### config.mk
export PLATFORM = sky130hd
export DESIGN_NAME = gs_div_issue_queue_flat
export DESIGN_NICKNAME = d
export VERILOG_FILES = /design/src/rtl/gs_div_pkg.sv /design/src/rtl/gs_div_issue_queue_if.sv /design/src/rtl/gs_div_operand_fifo.sv /design/src/rtl/gs_div_issue_queue.sv /design/src/flat_wrapper.sv
export SDC_FILE = /design/constraint.sdc
export NUM_CORES = 1
export LEC_CHECK = 0
export ABC_AREA = 1
export BUFFER_PORTS_ARGS = -buffer_cell sky130_fd_sc_hd__buf_2
export CORE_MARGIN = 4
export CORE_UTILIZATION = 34
export CTS_CLUSTER_SIZE = 20
export DETAILED_ROUTE_END_ITERATION = 12
export RECOVER_POWER = 25
export SKIP_CTS_REPAIR_TIMING = 1
export SYNTH_ARGS = -nofsm -noshare
export SYNTH_HDL_FRONTEND = slang
export SYNTH_SLANG_ARGS = --single-unit
### constraint.sdc
create_clock -name clk -period 5.6 [get_ports clk]
set_clock_uncertainty 0.2 [all_clocks]
set_input_delay 0 -clock clk [delete_from_list [all_inputs] [get_ports clk]]
set_output_delay 0 -clock clk [all_outputs]
set_load 0.005 [all_outputs]
### src/rtl/gs_div_pkg.sv
// Shared types and constants for the Goldschmidt divider issue queue.
//   FP_W/EXP_W/FRAC_W : IEEE-754 single-precision field widths
//   EXP_INF           : all-ones exponent used to build a signed infinity
//   div_req_t         : one {dividend, divisor} operand pair
//   issue_state_t     : issue FSM states
//   is_zero()         : true for +0 / -0 (exponent and fraction all zero)
package gs_div_pkg;

   localparam int unsigned FP_W    = 32;
   localparam int unsigned EXP_W   = 8;
   localparam int unsigned FRAC_W  = 23;
   localparam logic [EXP_W-1:0] EXP_INF = 8'hFF;

   typedef struct packed {
      logic [FP_W-1:0] dividend;
      logic [FP_W-1:0] divisor;
   } div_req_t;

   typedef enum logic [2:0] {
      IDLE   = 3'd0,
      ISSUE  = 3'd1,
      WAIT   = 3'd2,
      BYPASS = 3'd3,
      HOLD   = 3'd4
   } issue_state_t;

   // Sign bit is ignored: both +0 and -0 take the bypass path.
   function automatic logic is_zero(input logic [FP_W-1:0] v);
      return (v[FP_W-2:0] == (FP_W-1)'(0));
   endfunction

endpackage

### src/rtl/gs_div_issue_queue_if.sv
// Bundles the operand stream, divider handshake and result stream.
//   in_*   : operand pair stream (valid/ready), toward the queue
//   div_*  : start pulse + held operands to the divider, quotient back
//   res_*  : quotient stream (valid/ready) plus divide-by-zero flag
// slave  = the issue queue, master = whoever drives operands/consumes results.
interface gs_div_issue_queue_if #(parameter int unsigned W = 32);

   logic         in_valid;
   logic         in_ready;
   logic [W-1:0] in_dividend;
   logic [W-1:0] in_divisor;
   logic         div_start;
   logic [W-1:0] div_dividend;
   logic [W-1:0] div_divisor;
   logic [W-1:0] div_out;
   logic         res_valid;
   logic         res_ready;
   logic [W-1:0] res_data;
   logic         res_dz;

   modport slave (
      input  in_valid, in_dividend, in_divisor, div_out, res_ready,
      output in_ready, div_start, div_dividend, div_divisor,
             res_valid, res_data, res_dz
   );

   modport master (
      output in_valid, in_dividend, in_divisor, div_out, res_ready,
      input  in_ready, div_start, div_dividend, div_divisor,
             res_valid, res_data, res_dz
   );

endinterface

### src/rtl/gs_div_operand_fifo.sv
// Synchronous FIFO of operand pairs.
//   clk, reset : clock, synchronous active-low reset
//   push_i     : write request (ignored while ready_o is low)
//   wdata_i    : pair to write
//   pop_i      : read request (ignored while empty_o is high)
//   rdata_o    : head entry (valid while empty_o is low)
//   ready_o    : registered "not full"; low during reset
//   empty_o    : FIFO holds no entries
module gs_div_operand_fifo
   import gs_div_pkg::*;
#(
   parameter int unsigned DEPTH = 4
) (
   input  logic     clk,
   input  logic     reset,
   input  logic     push_i,
   input  div_req_t wdata_i,
   input  logic     pop_i,
   output div_req_t rdata_o,
   output logic     ready_o,
   output logic     empty_o
);

   localparam int unsigned AW = $clog2(DEPTH);

   div_req_t      mem_q [DEPTH];
   logic [AW:0]   wr_ptr_q, wr_ptr_d;
   logic [AW:0]   rd_ptr_q, rd_ptr_d;
   logic          ready_q;
   logic          do_push_c;
   logic          do_pop_c;
   logic          full_d;

   assign empty_o   = (wr_ptr_q == rd_ptr_q);
   assign do_push_c = push_i && ready_q;
   assign do_pop_c  = pop_i && !empty_o;
   assign rdata_o   = mem_q[rd_ptr_q[AW-1:0]];
   assign ready_o   = ready_q;

   // Next pointers; ready is registered from the post-update fullness.
   always_comb begin
      wr_ptr_d = wr_ptr_q + (AW+1)'(do_push_c);
      rd_ptr_d = rd_ptr_q + (AW+1)'(do_pop_c);
      full_d   = (wr_ptr_d[AW] != rd_ptr_d[AW]) &&
                 (wr_ptr_d[AW-1:0] == rd_ptr_d[AW-1:0]);
   end

   // Pointers and ready flag.
   always_ff @(posedge clk) begin
      if (!reset) begin
         wr_ptr_q <= '0;
         rd_ptr_q <= '0;
         ready_q  <= 1'b0;
      end else begin
         wr_ptr_q <= wr_ptr_d;
         rd_ptr_q <= rd_ptr_d;
         ready_q  <= !full_d;
      end
   end

   // Storage needs no reset; only entries between the pointers are read.
   always_ff @(posedge clk) begin
      if (do_push_c) begin
         mem_q[wr_ptr_q[AW-1:0]] <= wdata_i;
      end
   end

endmodule

### src/rtl/gs_div_issue_queue.sv
// Upstream feeder for the Goldschmidt FP32 divider: queues operand pairs,
// issues one at a time with a 1-cycle start pulse, waits DIV_LATENCY cycles,
// captures the quotient and presents it on a valid/ready result stream.
// Divisors of +-0 bypass the divider and return a signed infinity.
//   clk   : rising-edge clock
//   reset : synchronous active-low reset
//   bus   : operand stream, divider handshake and result stream (slave side)
module gs_div_issue_queue
   import gs_div_pkg::*;
#(
   parameter int unsigned DEPTH       = 4,
   parameter int unsigned DIV_LATENCY = 8,
   parameter int unsigned W           = FP_W
) (
   input  logic                  clk,
   input  logic                  reset,
   gs_div_issue_queue_if.slave   bus
);

   localparam int unsigned CNT_W = $clog2(DIV_LATENCY + 1);

   issue_state_t  state_q;
   logic [CNT_W-1:0] cnt_q;
   logic          div_start_q;
   logic [W-1:0]  div_dividend_q;
   logic [W-1:0]  div_divisor_q;
   logic          res_valid_q;
   logic [W-1:0]  res_data_q;
   logic          res_dz_q;

   div_req_t      req_in_c;
   div_req_t      head_c;
   logic          fifo_ready_c;
   logic          fifo_empty_c;
   logic          pop_c;

   always_comb begin
      req_in_c          = '0;
      req_in_c.dividend = bus.in_dividend;
      req_in_c.divisor  = bus.in_divisor;
   end

   // Pop only while idle, so at most one op is ever outstanding.
   assign pop_c = (state_q == IDLE) && !fifo_empty_c;

   gs_div_operand_fifo #(.DEPTH(DEPTH)) u_fifo (
      .clk     (clk),
      .reset   (reset),
      .push_i  (bus.in_valid),
      .wdata_i (req_in_c),
      .pop_i   (pop_c),
      .rdata_o (head_c),
      .ready_o (fifo_ready_c),
      .empty_o (fifo_empty_c)
   );

   // Issue FSM, latency counter and result register.
   always_ff @(posedge clk) begin
      if (!reset) begin
         state_q        <= IDLE;
         cnt_q          <= '0;
         div_start_q    <= 1'b0;
         div_dividend_q <= '0;
         div_divisor_q  <= '0;
         res_valid_q    <= 1'b0;
         res_data_q     <= '0;
         res_dz_q       <= 1'b0;
      end else begin
         div_start_q <= 1'b0;
         case (state_q)
            IDLE: begin
               if (!fifo_empty_c) begin
                  div_dividend_q <= head_c.dividend;
                  div_divisor_q  <= head_c.divisor;
                  if (is_zero(head_c.divisor)) begin
                     state_q <= BYPASS;
                  end else begin
                     // Start pulse lands exactly on the ISSUE cycle.
                     div_start_q <= 1'b1;
                     state_q     <= ISSUE;
                  end
               end
            end
            ISSUE: begin
               cnt_q   <= CNT_W'(1);
               state_q <= WAIT;
            end
            WAIT: begin
               if (cnt_q == CNT_W'(DIV_LATENCY)) begin
                  res_data_q  <= bus.div_out;
                  res_dz_q    <= 1'b0;
                  res_valid_q <= 1'b1;
                  state_q     <= HOLD;
               end else begin
                  cnt_q <= cnt_q + CNT_W'(1);
               end
            end
            BYPASS: begin
               res_data_q  <= {div_dividend_q[W-1] ^ div_divisor_q[W-1],
                               EXP_INF, FRAC_W'(0)};
               res_dz_q    <= 1'b1;
               res_valid_q <= 1'b1;
               state_q     <= HOLD;
            end
            HOLD: begin
               if (bus.res_ready) begin
                  res_valid_q <= 1'b0;
                  state_q     <= IDLE;
               end
            end
            default: state_q <= IDLE;
         endcase
      end
   end

   assign bus.in_ready     = fifo_ready_c;
   assign bus.div_start    = div_start_q;
   assign bus.div_dividend = div_dividend_q;
   assign bus.div_divisor  = div_divisor_q;
   assign bus.res_valid    = res_valid_q;
   assign bus.res_data     = res_data_q;
   assign bus.res_dz       = res_dz_q;

endmodule

### src/flat_wrapper.sv
// flat-port wrapper written by rule: the top's interface ports become plain ports
module gs_div_issue_queue_flat import gs_div_pkg::*;
#(
   parameter int unsigned DEPTH       = 4,
   parameter int unsigned DIV_LATENCY = 8,
   parameter int unsigned W           = FP_W
)
  (clk, reset, bus_in_valid, bus_in_dividend, bus_in_divisor, bus_div_out, bus_res_ready, bus_in_ready, bus_div_start, bus_div_dividend, bus_div_divisor, bus_res_valid, bus_res_data, bus_res_dz);
  gs_div_issue_queue_if #(.W(W)) bus_i ();
  input  logic clk;
  input  logic reset;
  input wire logic [$bits(bus_i.in_valid)-1:0] bus_in_valid;
  input wire logic [$bits(bus_i.in_dividend)-1:0] bus_in_dividend;
  input wire logic [$bits(bus_i.in_divisor)-1:0] bus_in_divisor;
  input wire logic [$bits(bus_i.div_out)-1:0] bus_div_out;
  input wire logic [$bits(bus_i.res_ready)-1:0] bus_res_ready;
  output wire logic [$bits(bus_i.in_ready)-1:0] bus_in_ready;
  output wire logic [$bits(bus_i.div_start)-1:0] bus_div_start;
  output wire logic [$bits(bus_i.div_dividend)-1:0] bus_div_dividend;
  output wire logic [$bits(bus_i.div_divisor)-1:0] bus_div_divisor;
  output wire logic [$bits(bus_i.res_valid)-1:0] bus_res_valid;
  output wire logic [$bits(bus_i.res_data)-1:0] bus_res_data;
  output wire logic [$bits(bus_i.res_dz)-1:0] bus_res_dz;
  assign bus_i.in_valid = bus_in_valid;
  assign bus_i.in_dividend = bus_in_dividend;
  assign bus_i.in_divisor = bus_in_divisor;
  assign bus_i.div_out = bus_div_out;
  assign bus_i.res_ready = bus_res_ready;
  assign bus_in_ready = bus_i.in_ready;
  assign bus_div_start = bus_i.div_start;
  assign bus_div_dividend = bus_i.div_dividend;
  assign bus_div_divisor = bus_i.div_divisor;
  assign bus_res_valid = bus_i.res_valid;
  assign bus_res_data = bus_i.res_data;
  assign bus_res_dz = bus_i.res_dz;
  gs_div_issue_queue #(.DEPTH(DEPTH), .DIV_LATENCY(DIV_LATENCY), .W(W)) u_core (.clk(clk), .reset(reset), .bus(bus_i));
endmodule
==> impl_metrics.ini, run 1 <==
[worst_setup_path]
worst_ep_arrival_time_ns = 3.46
r2r-start = u_core.u_fifo.rd_ptr_q[1]
start_kind = flip-flop
regToRegSetupSlack_ns = 2.40
r2r_end = u_core.bus.div_divisor[16]
cp.required_ns = 5.86
crit_type = flip-flop to flip-flop
cp-end-kind = flip-flop
cp_max_fo = 76
ff2ff_path_depth = 7

[timing]
slew_violations = 0
slew_headroom = 0.357
tightest_slew_ns = 0.964
period_needed_ns = 3.20
finalHoldViolCount = 5
min_period_over_period = 0.571
hold_ws_ns = -0.0519
rsz0062_at_grt = false
setup-violations-final = 0
tns_ns = 0
max_freq_mhz = 313

[clock_network]
clk_path_buf_depth = 3
htree_levels = 2
cts_buffers = 40
clkSlewWorstSetupHoldPaths_ns = 0.06
clkLatencyLatePin_ns = 0.54
cts_tree = yes
cts.sinks = 369
cts-root-buf = clkbuf_16

[power]
p_per_area_nw_per_um2 = 440
ir_drop_uv = 233
p_leak_nw = 6.56

[yosys]
post_synth_num_cell_types = 28
yosysTopAreaCell = edfxtp_1
synth_fp_nets = 1288
synth_cells = 1182
ys_warn_count = 0
yosysSeqAreaShare = 0.725
syn_avg_cell_area_sq_um = 11.6
synth_seq_cells = 369
ys_top_cells_by_area = edfxtp_1 (56%), dfxtp_1 (16%), nand2_1 (5.4%), o21ai_0 (4.9%), nor2_1 (4.8%)
synth_top_area_frac = 0.560
syn_area_sq_um = 13700

[routing]
drtAntennaViolNets = 0
wl_per_cell_microns = 16.8
wl_microns = 33900
drc = 0
viasPerCell = 4.73
drt_first_pass_iters = 6
vias = 9561
drt_iter0_markers = 647

[cells_and_area]
drive_above_1_share = 0.164
final_core_util = 0.435
diodes = 0
num-fill-cells = 3717
fin_nets = 1569
syn_to_final_growth_pct = 26.2
design_area_sq_um = 17300

[global_route]
grtUsageTotal = 0.147
overflow = 0
grt_pass1_wl_microns = 50800
grt_max_degree = 77
antenna_found_initial = 0
grt_pass1_vias = 8977

[die]
fp.dieW_microns = 209
start_util = 0.344
io_pins = 200
die_h_microns = 209
core_area_sq_um = 39800
design.die.area_sq_um = 43600
rows = 73

[worst_hold_path]
min_path_cells = 6
hold_start = bus_in_valid
hp-class = input pin to flip-flop
min_to = u_core.u_fifo.wr_ptr_q[0]

[placed_design]
postPlaceCellArea_sq_um = 15200
dp_hpwl_microns = 19600
io_buffers = 199
place_congestion = 0.824

[outcome]
status = finished with violations
violations = hold timing

[flow_run]
cap_violations = 0
-- cell usage after synthesis --
master,instances
clkbuf_1,21
edfxtp_1,256
or2_2,1
nor2_2,2
o211ai_1,1
buf_6,5
nor3_2,1
nor2_1,177
nand2_1,198
xor2_1,2
o31ai_1,1
inv_1,19
a31oi_1,34
a211oi_1,1
nand3_1,63
o21ai_0,135
a21oi_1,54
buf_4,1
xnor2_1,6
buf_2,40
ha_1,6
nor3_1,10
inv_2,4
a22oi_1,23
and3_1,1
buf_1,6
dfxtp_1,113
a41oi_1,1
-- cell families (layout without fill, tap and decap cells) --
family                   after synthesis  after routing  share of synthesized area
XOR/XNOR                               8              8                    0.00511
flip-flops                           369            369                      0.725
AO/OA/AOI/OAI                        250            250                     0.0993
AND/OR/NAND/NOR                      453            453                      0.132
buffers and inverters                 96            409                     0.0329
adder cells (fa/ha/maj)                6              6                    0.00547
-- metrics by stage --
| step | hold WS (ns) | std cells | setup WS, ns | power, mW |
|---|---|---|---|---|
| finish | -0.0519 | 2020 | 2.40 | 7.63 |
| global route | -0.0121 | 2020 | 2.05 | 8.11 |
| detailed placement | 0.0162 | 1849 | 2.39 | 5.20 |
| global placement | 0.0145 | 1849 | 2.43 | 5.18 |
| floorplan | -0.101 | 1182 | 0.00132 | 4.58 |
| CTS | -0.561 | 1923 | 2.30 | 7.69 |
-- sequential cells by signal (all words and copies together) (netlist names) --
name,count
u_core.u_fifo.wr_ptr_q,3
u_core.u_fifo.ready_o,1
u_core.bus.res_valid,1
u_core.bus.div_dividend,32
u_core.bus.res_dz,1
u_core.state_q,3
u_core.cnt_q,4
u_core.u_fifo.mem_q,256
u_core.bus.res_data,32
u_core.bus.div_start,1
u_core.u_fifo.rd_ptr_q,3
u_core.bus.div_divisor,32
-- layout make-up --
| type | instances | area (sq um) | area share |
|---|---|---|---|
| Clock inverter | 21 | 148 | 0.00853 |
| Tap cell | 525 | 657 | 0.0379 |
| Multi-Input combinational cell | 717 | 3340 | 0.193 |
| Inverter | 23 | 91.3 | 0.00528 |
| Sequential cell | 369 | 9960 | 0.575 |
| Timing Repair Buffer | 312 | 2030 | 0.117 |
| Clock buffer | 53 | 1090 | 0.0630 |
-- cell usage in the layout (no fill, tap or decap), drive strengths merged --
cell / n
clkbuf: 100
nand2: 198
inv: 25
o31ai: 1
dlygate4sd3: 97
a211oi: 1
a41oi: 1
bufinv: 1
clkinv: 15
dfxtp: 113
a22oi: 23
nor2: 179
edfxtp: 256
buf: 168
or2: 1
a31oi: 34
ha: 6
nor3: 11
xor2: 2
nand3: 63
and3: 1
o21ai: 135
xnor2: 6
clkinvlp: 3
o211ai: 1
a21oi: 54
-- report_power, final --
| part | internal, mW | switching, mW |
|---|---|---|
| clock | 1.43 | 1.04 |
| sequential | 3.19 | 0.240 |
| combinational | 0.597 | 1.13 |
-- worst max-delay path, cell delays in order (launching register included) --
cell and delay, ns:
dfxtp_4 0.97, xnor2_1 0.15, nand3_1 0.16, nand2_1 0.11
inv_4 0.41, buf_4 0.67, o21ai_0 0.19, a21oi_1 0.18
-- metal layers --
metal,vias up,GRT usage,wire (microns)
met3,50,0.0330,1840
met1,4521,0.189,14800
met2,264,0.247,16500
li1,4726,-,-
met4,0,0.0504,728
met5,-,0,0
-- worst max-delay path by stage --
stage,from,slack [ns],depth (start not counted),to
3_3_place_gp,u_core.u_fifo.rd_ptr_q[1],2.43,7,u_core.bus.div_dividend[17]
3_5_place_dp,u_core.u_fifo.rd_ptr_q[1],2.39,7,u_core.bus.div_dividend[21]
5_1_grt,u_core.u_fifo.rd_ptr_q[1],2.05,7,u_core.bus.div_divisor[13]
2_1_floorplan,u_core.u_fifo.wr_ptr_q[0],0.001,2,u_core.u_fifo.mem_q[1][0]
4_1_cts,u_core.u_fifo.rd_ptr_q[1],2.30,7,u_core.bus.div_divisor[16]
6_report,u_core.u_fifo.rd_ptr_q[1],2.40,7,u_core.bus.div_divisor[16]
Power figures use the tool's default switching activity.
==> inputs of run 2 (changes only) <==
Clock period 5.6 ns to 3.15 ns, I/O delays scaled along.
==> run 2 against run 1 <==
- the flow now finishes without violations
- via count rose by 1.7%
- worst setup slack got worse by 1.6 ns
- combinational power rose by 95%
- clock-buffer cell count fell by 2
- total power rose by 81%
- largest cell class unchanged
- largest power group unchanged
- highest routed layer is now met5
==> impl_metrics.ini, run 2 (synthesized netlist as in run 1, its figures left out) <==
[routing]
wl_per_cell_microns = 17.3
drc = 0
viasPerCell = 4.79
drt_iter0_markers = 595
vias = 9724
drtAntennaViolNets = 0
wl_microns = 35100
drt_first_pass_iters = 5

[clock_network]
cts_tree = yes
cts-root-buf = clkbuf_16
clkLatencyLatePin_ns = 0.55
cts_buffers = 40
cts.sinks = 369
clkSlewWorstSetupHoldPaths_ns = 0.06
htree_levels = 2
clk_path_buf_depth = 3

[worst_setup_path]
max_stage_delay_ns = 0.57
cp_max_fo = 33
cp.required_ns = 3.38
cp_slowest_cell = dlygate4sd3_1
cp_top_family = buffers and inverters
start_kind = flip-flop
r2r-start = u_core.cnt_q[0]
worst_ep_arrival_time_ns = 2.53
worst-path-buf-inv = 3
ff2ff_path_depth = 9
r2r_end = u_core.bus.res_data[31]
regToRegSetupSlack_ns = 0.85
cp-end-kind = flip-flop
path_cells = inv_1, ha_1, nand2_1, nor3_4, buf_4, nor2_2, o21ai_0, dlygate4sd3_1, nor2_1
crit_type = flip-flop to flip-flop

[timing]
slew_headroom = 0.467
min_period_over_period = 0.732
max_freq_mhz = 434
tightest_slew_ns = 0.799
slew_violations = 0
finalHoldViolCount = 0
fin_ws_ns = 0.845
rsz0062_at_grt = false
period_needed_ns = 2.30
setup-violations-final = 0

[global_route]
antenna_found_initial = 4
grt_max_degree = 130
grt_pass1_vias = 9039
overflow = 0
grt_pass1_wl_microns = 52400
grtUsageTotal = 0.153

[placed_design]
dp_hpwl_microns = 20000
place_ws_ns = 0.886
io_buffers = 199
postPlaceCellArea_sq_um = 15300
place_congestion = 0.816

[cells_and_area]
mostFrequentLayoutCell = edfxtp_1
syn_to_final_growth_pct = 27.9
design_area_sq_um = 17500
largest_register_ffs = 256
num-fill-cells = 3727
drive_above_1_share = 0.160
final_cell_mix = edfxtp_1 (256), nand2_1 (198), nor2_1 (177)
fin_nets = 1579

[die]
die_h_microns = 209
fp.dieW_microns = 209
rows = 73
design.die.area_sq_um = 43600
start_util = 0.344
io_pins = 200
core_area_sq_um = 39800

[power]
p_per_area_nw_per_um2 = 787
ir_drop_uv = 596
p_leak_nw = 6.65

[outcome]
status = finished, final reports clean

[worst_hold_path]
hp-class = input pin to flip-flop
hold_start = bus_in_divisor[28]
min_to = u_core.u_fifo.mem_q[3][28]
min_path_cells = 2

[flow_run]
cap_violations = 0
==> run 2: cell type report <==
| type | instances | area [sq um] | share of cell area |
|---|---|---|---|
| Clock inverter | 21 | 191 | 0.0109 |
| Tap cell | 525 | 657 | 0.0374 |
| Clock buffer | 51 | 1070 | 0.0611 |
| Antenna cell | 3 | 7.51 | 0.000428 |
| Inverter | 23 | 91.3 | 0.00521 |
| Sequential cell | 369 | 9960 | 0.568 |
| Multi-Input combinational cell | 717 | 3370 | 0.192 |
| Timing Repair Buffer | 322 | 2200 | 0.125 |
==> run 2: worst max-delay path by stage <==
stage	from	end	slack, ns	cells past startpoint
floorplan	u_core.u_fifo.wr_ptr_q[0]	u_core.u_fifo.mem_q[3][0]	-0.55	2
global placement	u_core.state_q[2]	u_core.bus.div_divisor[8]	0.84	6
detailed placement	u_core.state_q[2]	u_core.bus.div_divisor[1]	0.89	6
CTS	u_core.state_q[2]	u_core.bus.div_divisor[1]	0.87	6
global route	u_core.state_q[1]	u_core.bus.res_data[31]	0.63	9
finish	u_core.cnt_q[0]	u_core.bus.res_data[31]	0.85	9
==> run 2: layer usage <==
metal	part of all wire	routed length [microns]	up-vias	track usage
li1	-	-	4762	-
met1	0.44	15300	4639	0.193
met2	0.48	16900	267	0.256
met3	0.058	2020	54	0.0375
met4	0.024	842	2	0.0527
met5	0.00037	13	-	0
==> run 2: metrics by stage <==
stage	std cells	TNS [ns]	hold WS [ns]	util	power [mW]
after global placement	1851	0	0.0144	0.384	9.34
after CTS	1923	0	-0.586	0.415	13.9
after global routing	2030	0	0.0309	0.440	14.6
after detailed placement	1851	0	0.0169	0.384	9.37
final	2031	0	0.0444	0.441	13.8
after floorplan	1182	-134.49	-0.101	-	8.14
==> run 2: report_power, final <==
group          total, mW  internal (mW)  leakage (nW)  switching (mW)
logic               3.38           1.13          2.78            2.25
clock network       4.49           2.65         0.620            1.84
registers           5.94           5.68          3.25           0.258
==> inputs of run 3 (changes only) <==
Clock period 3.15 ns to 1.9 ns, I/O delays scaled along.
==> run 3 against run 2 <==
- worst setup slack got worse by 0.80 ns
- highest routed layer unchanged
- combinational power rose by 98%
- final cell count rose by 2.2%
- register-to-register slack got worse by 0.80 ns
- total power rose by 75%
- die area did not move
- sequential cell count did not move
- sequential power rose by 66%
- the flow now finishes with violations (hold timing)
- utilization rose by 1.9 points
- sequential share of layout area fell by 2.3 points
==> impl_metrics.ini, run 3 (synthesized netlist as in run 1, its figures left out) <==
[outcome]
status = finished with violations
violations = hold timing

[placed_design]
dp_hpwl_microns = 21500
postPlaceCellArea_sq_um = 15900
io_buffers = 199
place_congestion = 0.804
place_ws_ns = -0.0403

[worst_setup_path]
worst-path-buf-inv = 2
crit_type = flip-flop to flip-flop
crit_top_cell = nand2_1
cp_max_fo = 12
path_cells = buf_6, clkbuf_16, nand2_1, nand3_1, nand2_1, nand2_1, nor2_2, nand2_2, nor2_4, nand3_2, a21oi_2
cp.required_ns = 2.18
cp_top_family = simple AND/OR/NAND/NOR gates
cp-end-kind = flip-flop
cp_slowest_cell = dfxtp_4
worst_ep_arrival_time_ns = 2.13
max_stage_delay_ns = 0.37
start_kind = flip-flop

[routing]
wl_per_cell_microns = 16.7
wl_microns = 34700
drtAntennaViolNets = 0
viasPerCell = 4.73
drc = 0
drt_iter0_markers = 654
drt_first_pass_iters = 5
vias = 9825

[clock_network]
cts.sinks = 369
clkLatencyLatePin_ns = 0.54
cts_tree = yes
clkSlewWorstSetupHoldPaths_ns = 0.06
cts-root-buf = clkbuf_16
htree_levels = 2
clk_path_buf_depth = 3
cts_buffers = 40

[power]
p_comb_frac = 0.276
clkPwrFrac = 0.317
p_per_area_nw_per_um2 = 1320
total_power_mw = 24.2
p_leak_nw = 6.99
p_int_mw = 16.8
ir_drop_uv = 783
switching_share = 0.308
p_seq_frac = 0.408
p_sw_mw = 7.46

[timing]
slew_violations = 0
min_period_over_period = 0.977
tightest_slew_ns = 0.525
rsz0062_at_grt = true
slew_headroom = 0.650
max_freq_mhz = 539
fin_ws_ns = 0.0443
finalHoldViolCount = 23
period_needed_ns = 1.86
hold_ws_ns = -0.367
setup-violations-final = 0

[die]
fp.dieW_microns = 209
io_pins = 200
rows = 73
start_util = 0.344
core_area_sq_um = 39800
design.die.area_sq_um = 43600
die_h_microns = 209

[global_route]
antenna_found_initial = 3
grt_pass1_wl_microns = 52300
grtUsageTotal = 0.150
grt_pass1_vias = 9247
grt_max_degree = 63
overflow = 0

[cells_and_area]
mostFrequentLayoutCell = edfxtp_1
fin_nets = 1625
largest_register_ffs = 256
num-fill-cells = 3648
drive_above_1_share = 0.209
design_area_sq_um = 18300
final_cell_mix = edfxtp_1 (256), nand2_1 (184), nor2_1 (173)
syn_to_final_growth_pct = 33.5

[worst_hold_path]
hp-class = input pin to flip-flop

[flow_run]
cap_violations = 0
## run 3: cell types whose count changed in the layout (fill, tap and decap cells not counted), moves of 6 or more
cell,change
clkbuf_1,+6
o21ai_0,-8
nand2_1,-14
buf_4,+31
o21ai_1,+8
buf_12,+14
nand2_2,+13
## run 3: metrics by stage
stage               std cells   util    TNS, ns
finish                   2075  0.460          0
floorplan                1182      -    -191.31
CTS                      1971  0.431    -0.0836
detailed placement       1899  0.399    -0.0403
global route             2075  0.460    -0.0947
global placement         1899  0.399  -0.000908
## run 3: area by class of cell
type                            instances  area [sq um]  share of cell area
Antenna cell                            1          2.50            0.000137
Clock buffer                           57          1120              0.0609
Clock inverter                         15           178             0.00970
Inverter                               23          96.3             0.00526
Multi-Input combinational cell        717          3510               0.192
Sequential cell                       369          9970               0.544
Tap cell                              525           657              0.0359
Timing Repair Buffer                  368          2790               0.152
## run 3: worst register-to-register path, cell delays in order, from the launching register on
cell       delay, ns
dfxtp_4         0.37
buf_6           0.15
clkbuf_16       0.17
nand2_1         0.06
nand3_1         0.07
nand2_1         0.11
nand2_1         0.07
nor2_2          0.11
nand2_2         0.07
nor2_4          0.20
nand3_2         0.10
a21oi_2         0.11
## run 3: path summary, 6_finish.rpt
| kind | cells after the start | slack [ns] | start | endpoint |
|---|---|---|---|---|
| setup / recovery | 11 | 0.04 | u_core.u_fifo.rd_ptr_q[0] | u_core.state_q[1] |
| hold / removal | 3 | -0.37 | reset | u_core.bus.div_divisor[0] |
| setup reg to reg | 11 | 0.04 | u_core.u_fifo.rd_ptr_q[0] | u_core.state_q[1] |
| hold reg to reg | 2 | 0.26 | u_core.bus.res_data[27] | u_core.bus.res_data[27] |
## run 3: power by group through the flow
stage	Clock, mW	Sequential (mW)	Combinational (mW)
after floorplan	0	9.97	3.62
after global placement	0	10.0	6.24
after detailed placement	0	10.0	6.31
after CTS	7.87	9.87	6.34
after global routing	8.21	9.96	7.43
final	7.67	9.88	6.68
## run 3: layer usage
| metal | vias to the layer above | routed length (microns) | GRT usage |
|---|---|---|---|
| met4 | 4 | 846 | 0.0488 |
| li1 | 4847 | - | - |
| met1 | 4652 | 15500 | 0.192 |
| met5 | - | 21 | 0 |
| met3 | 59 | 2010 | 0.0407 |
| met2 | 263 | 16300 | 0.250 |
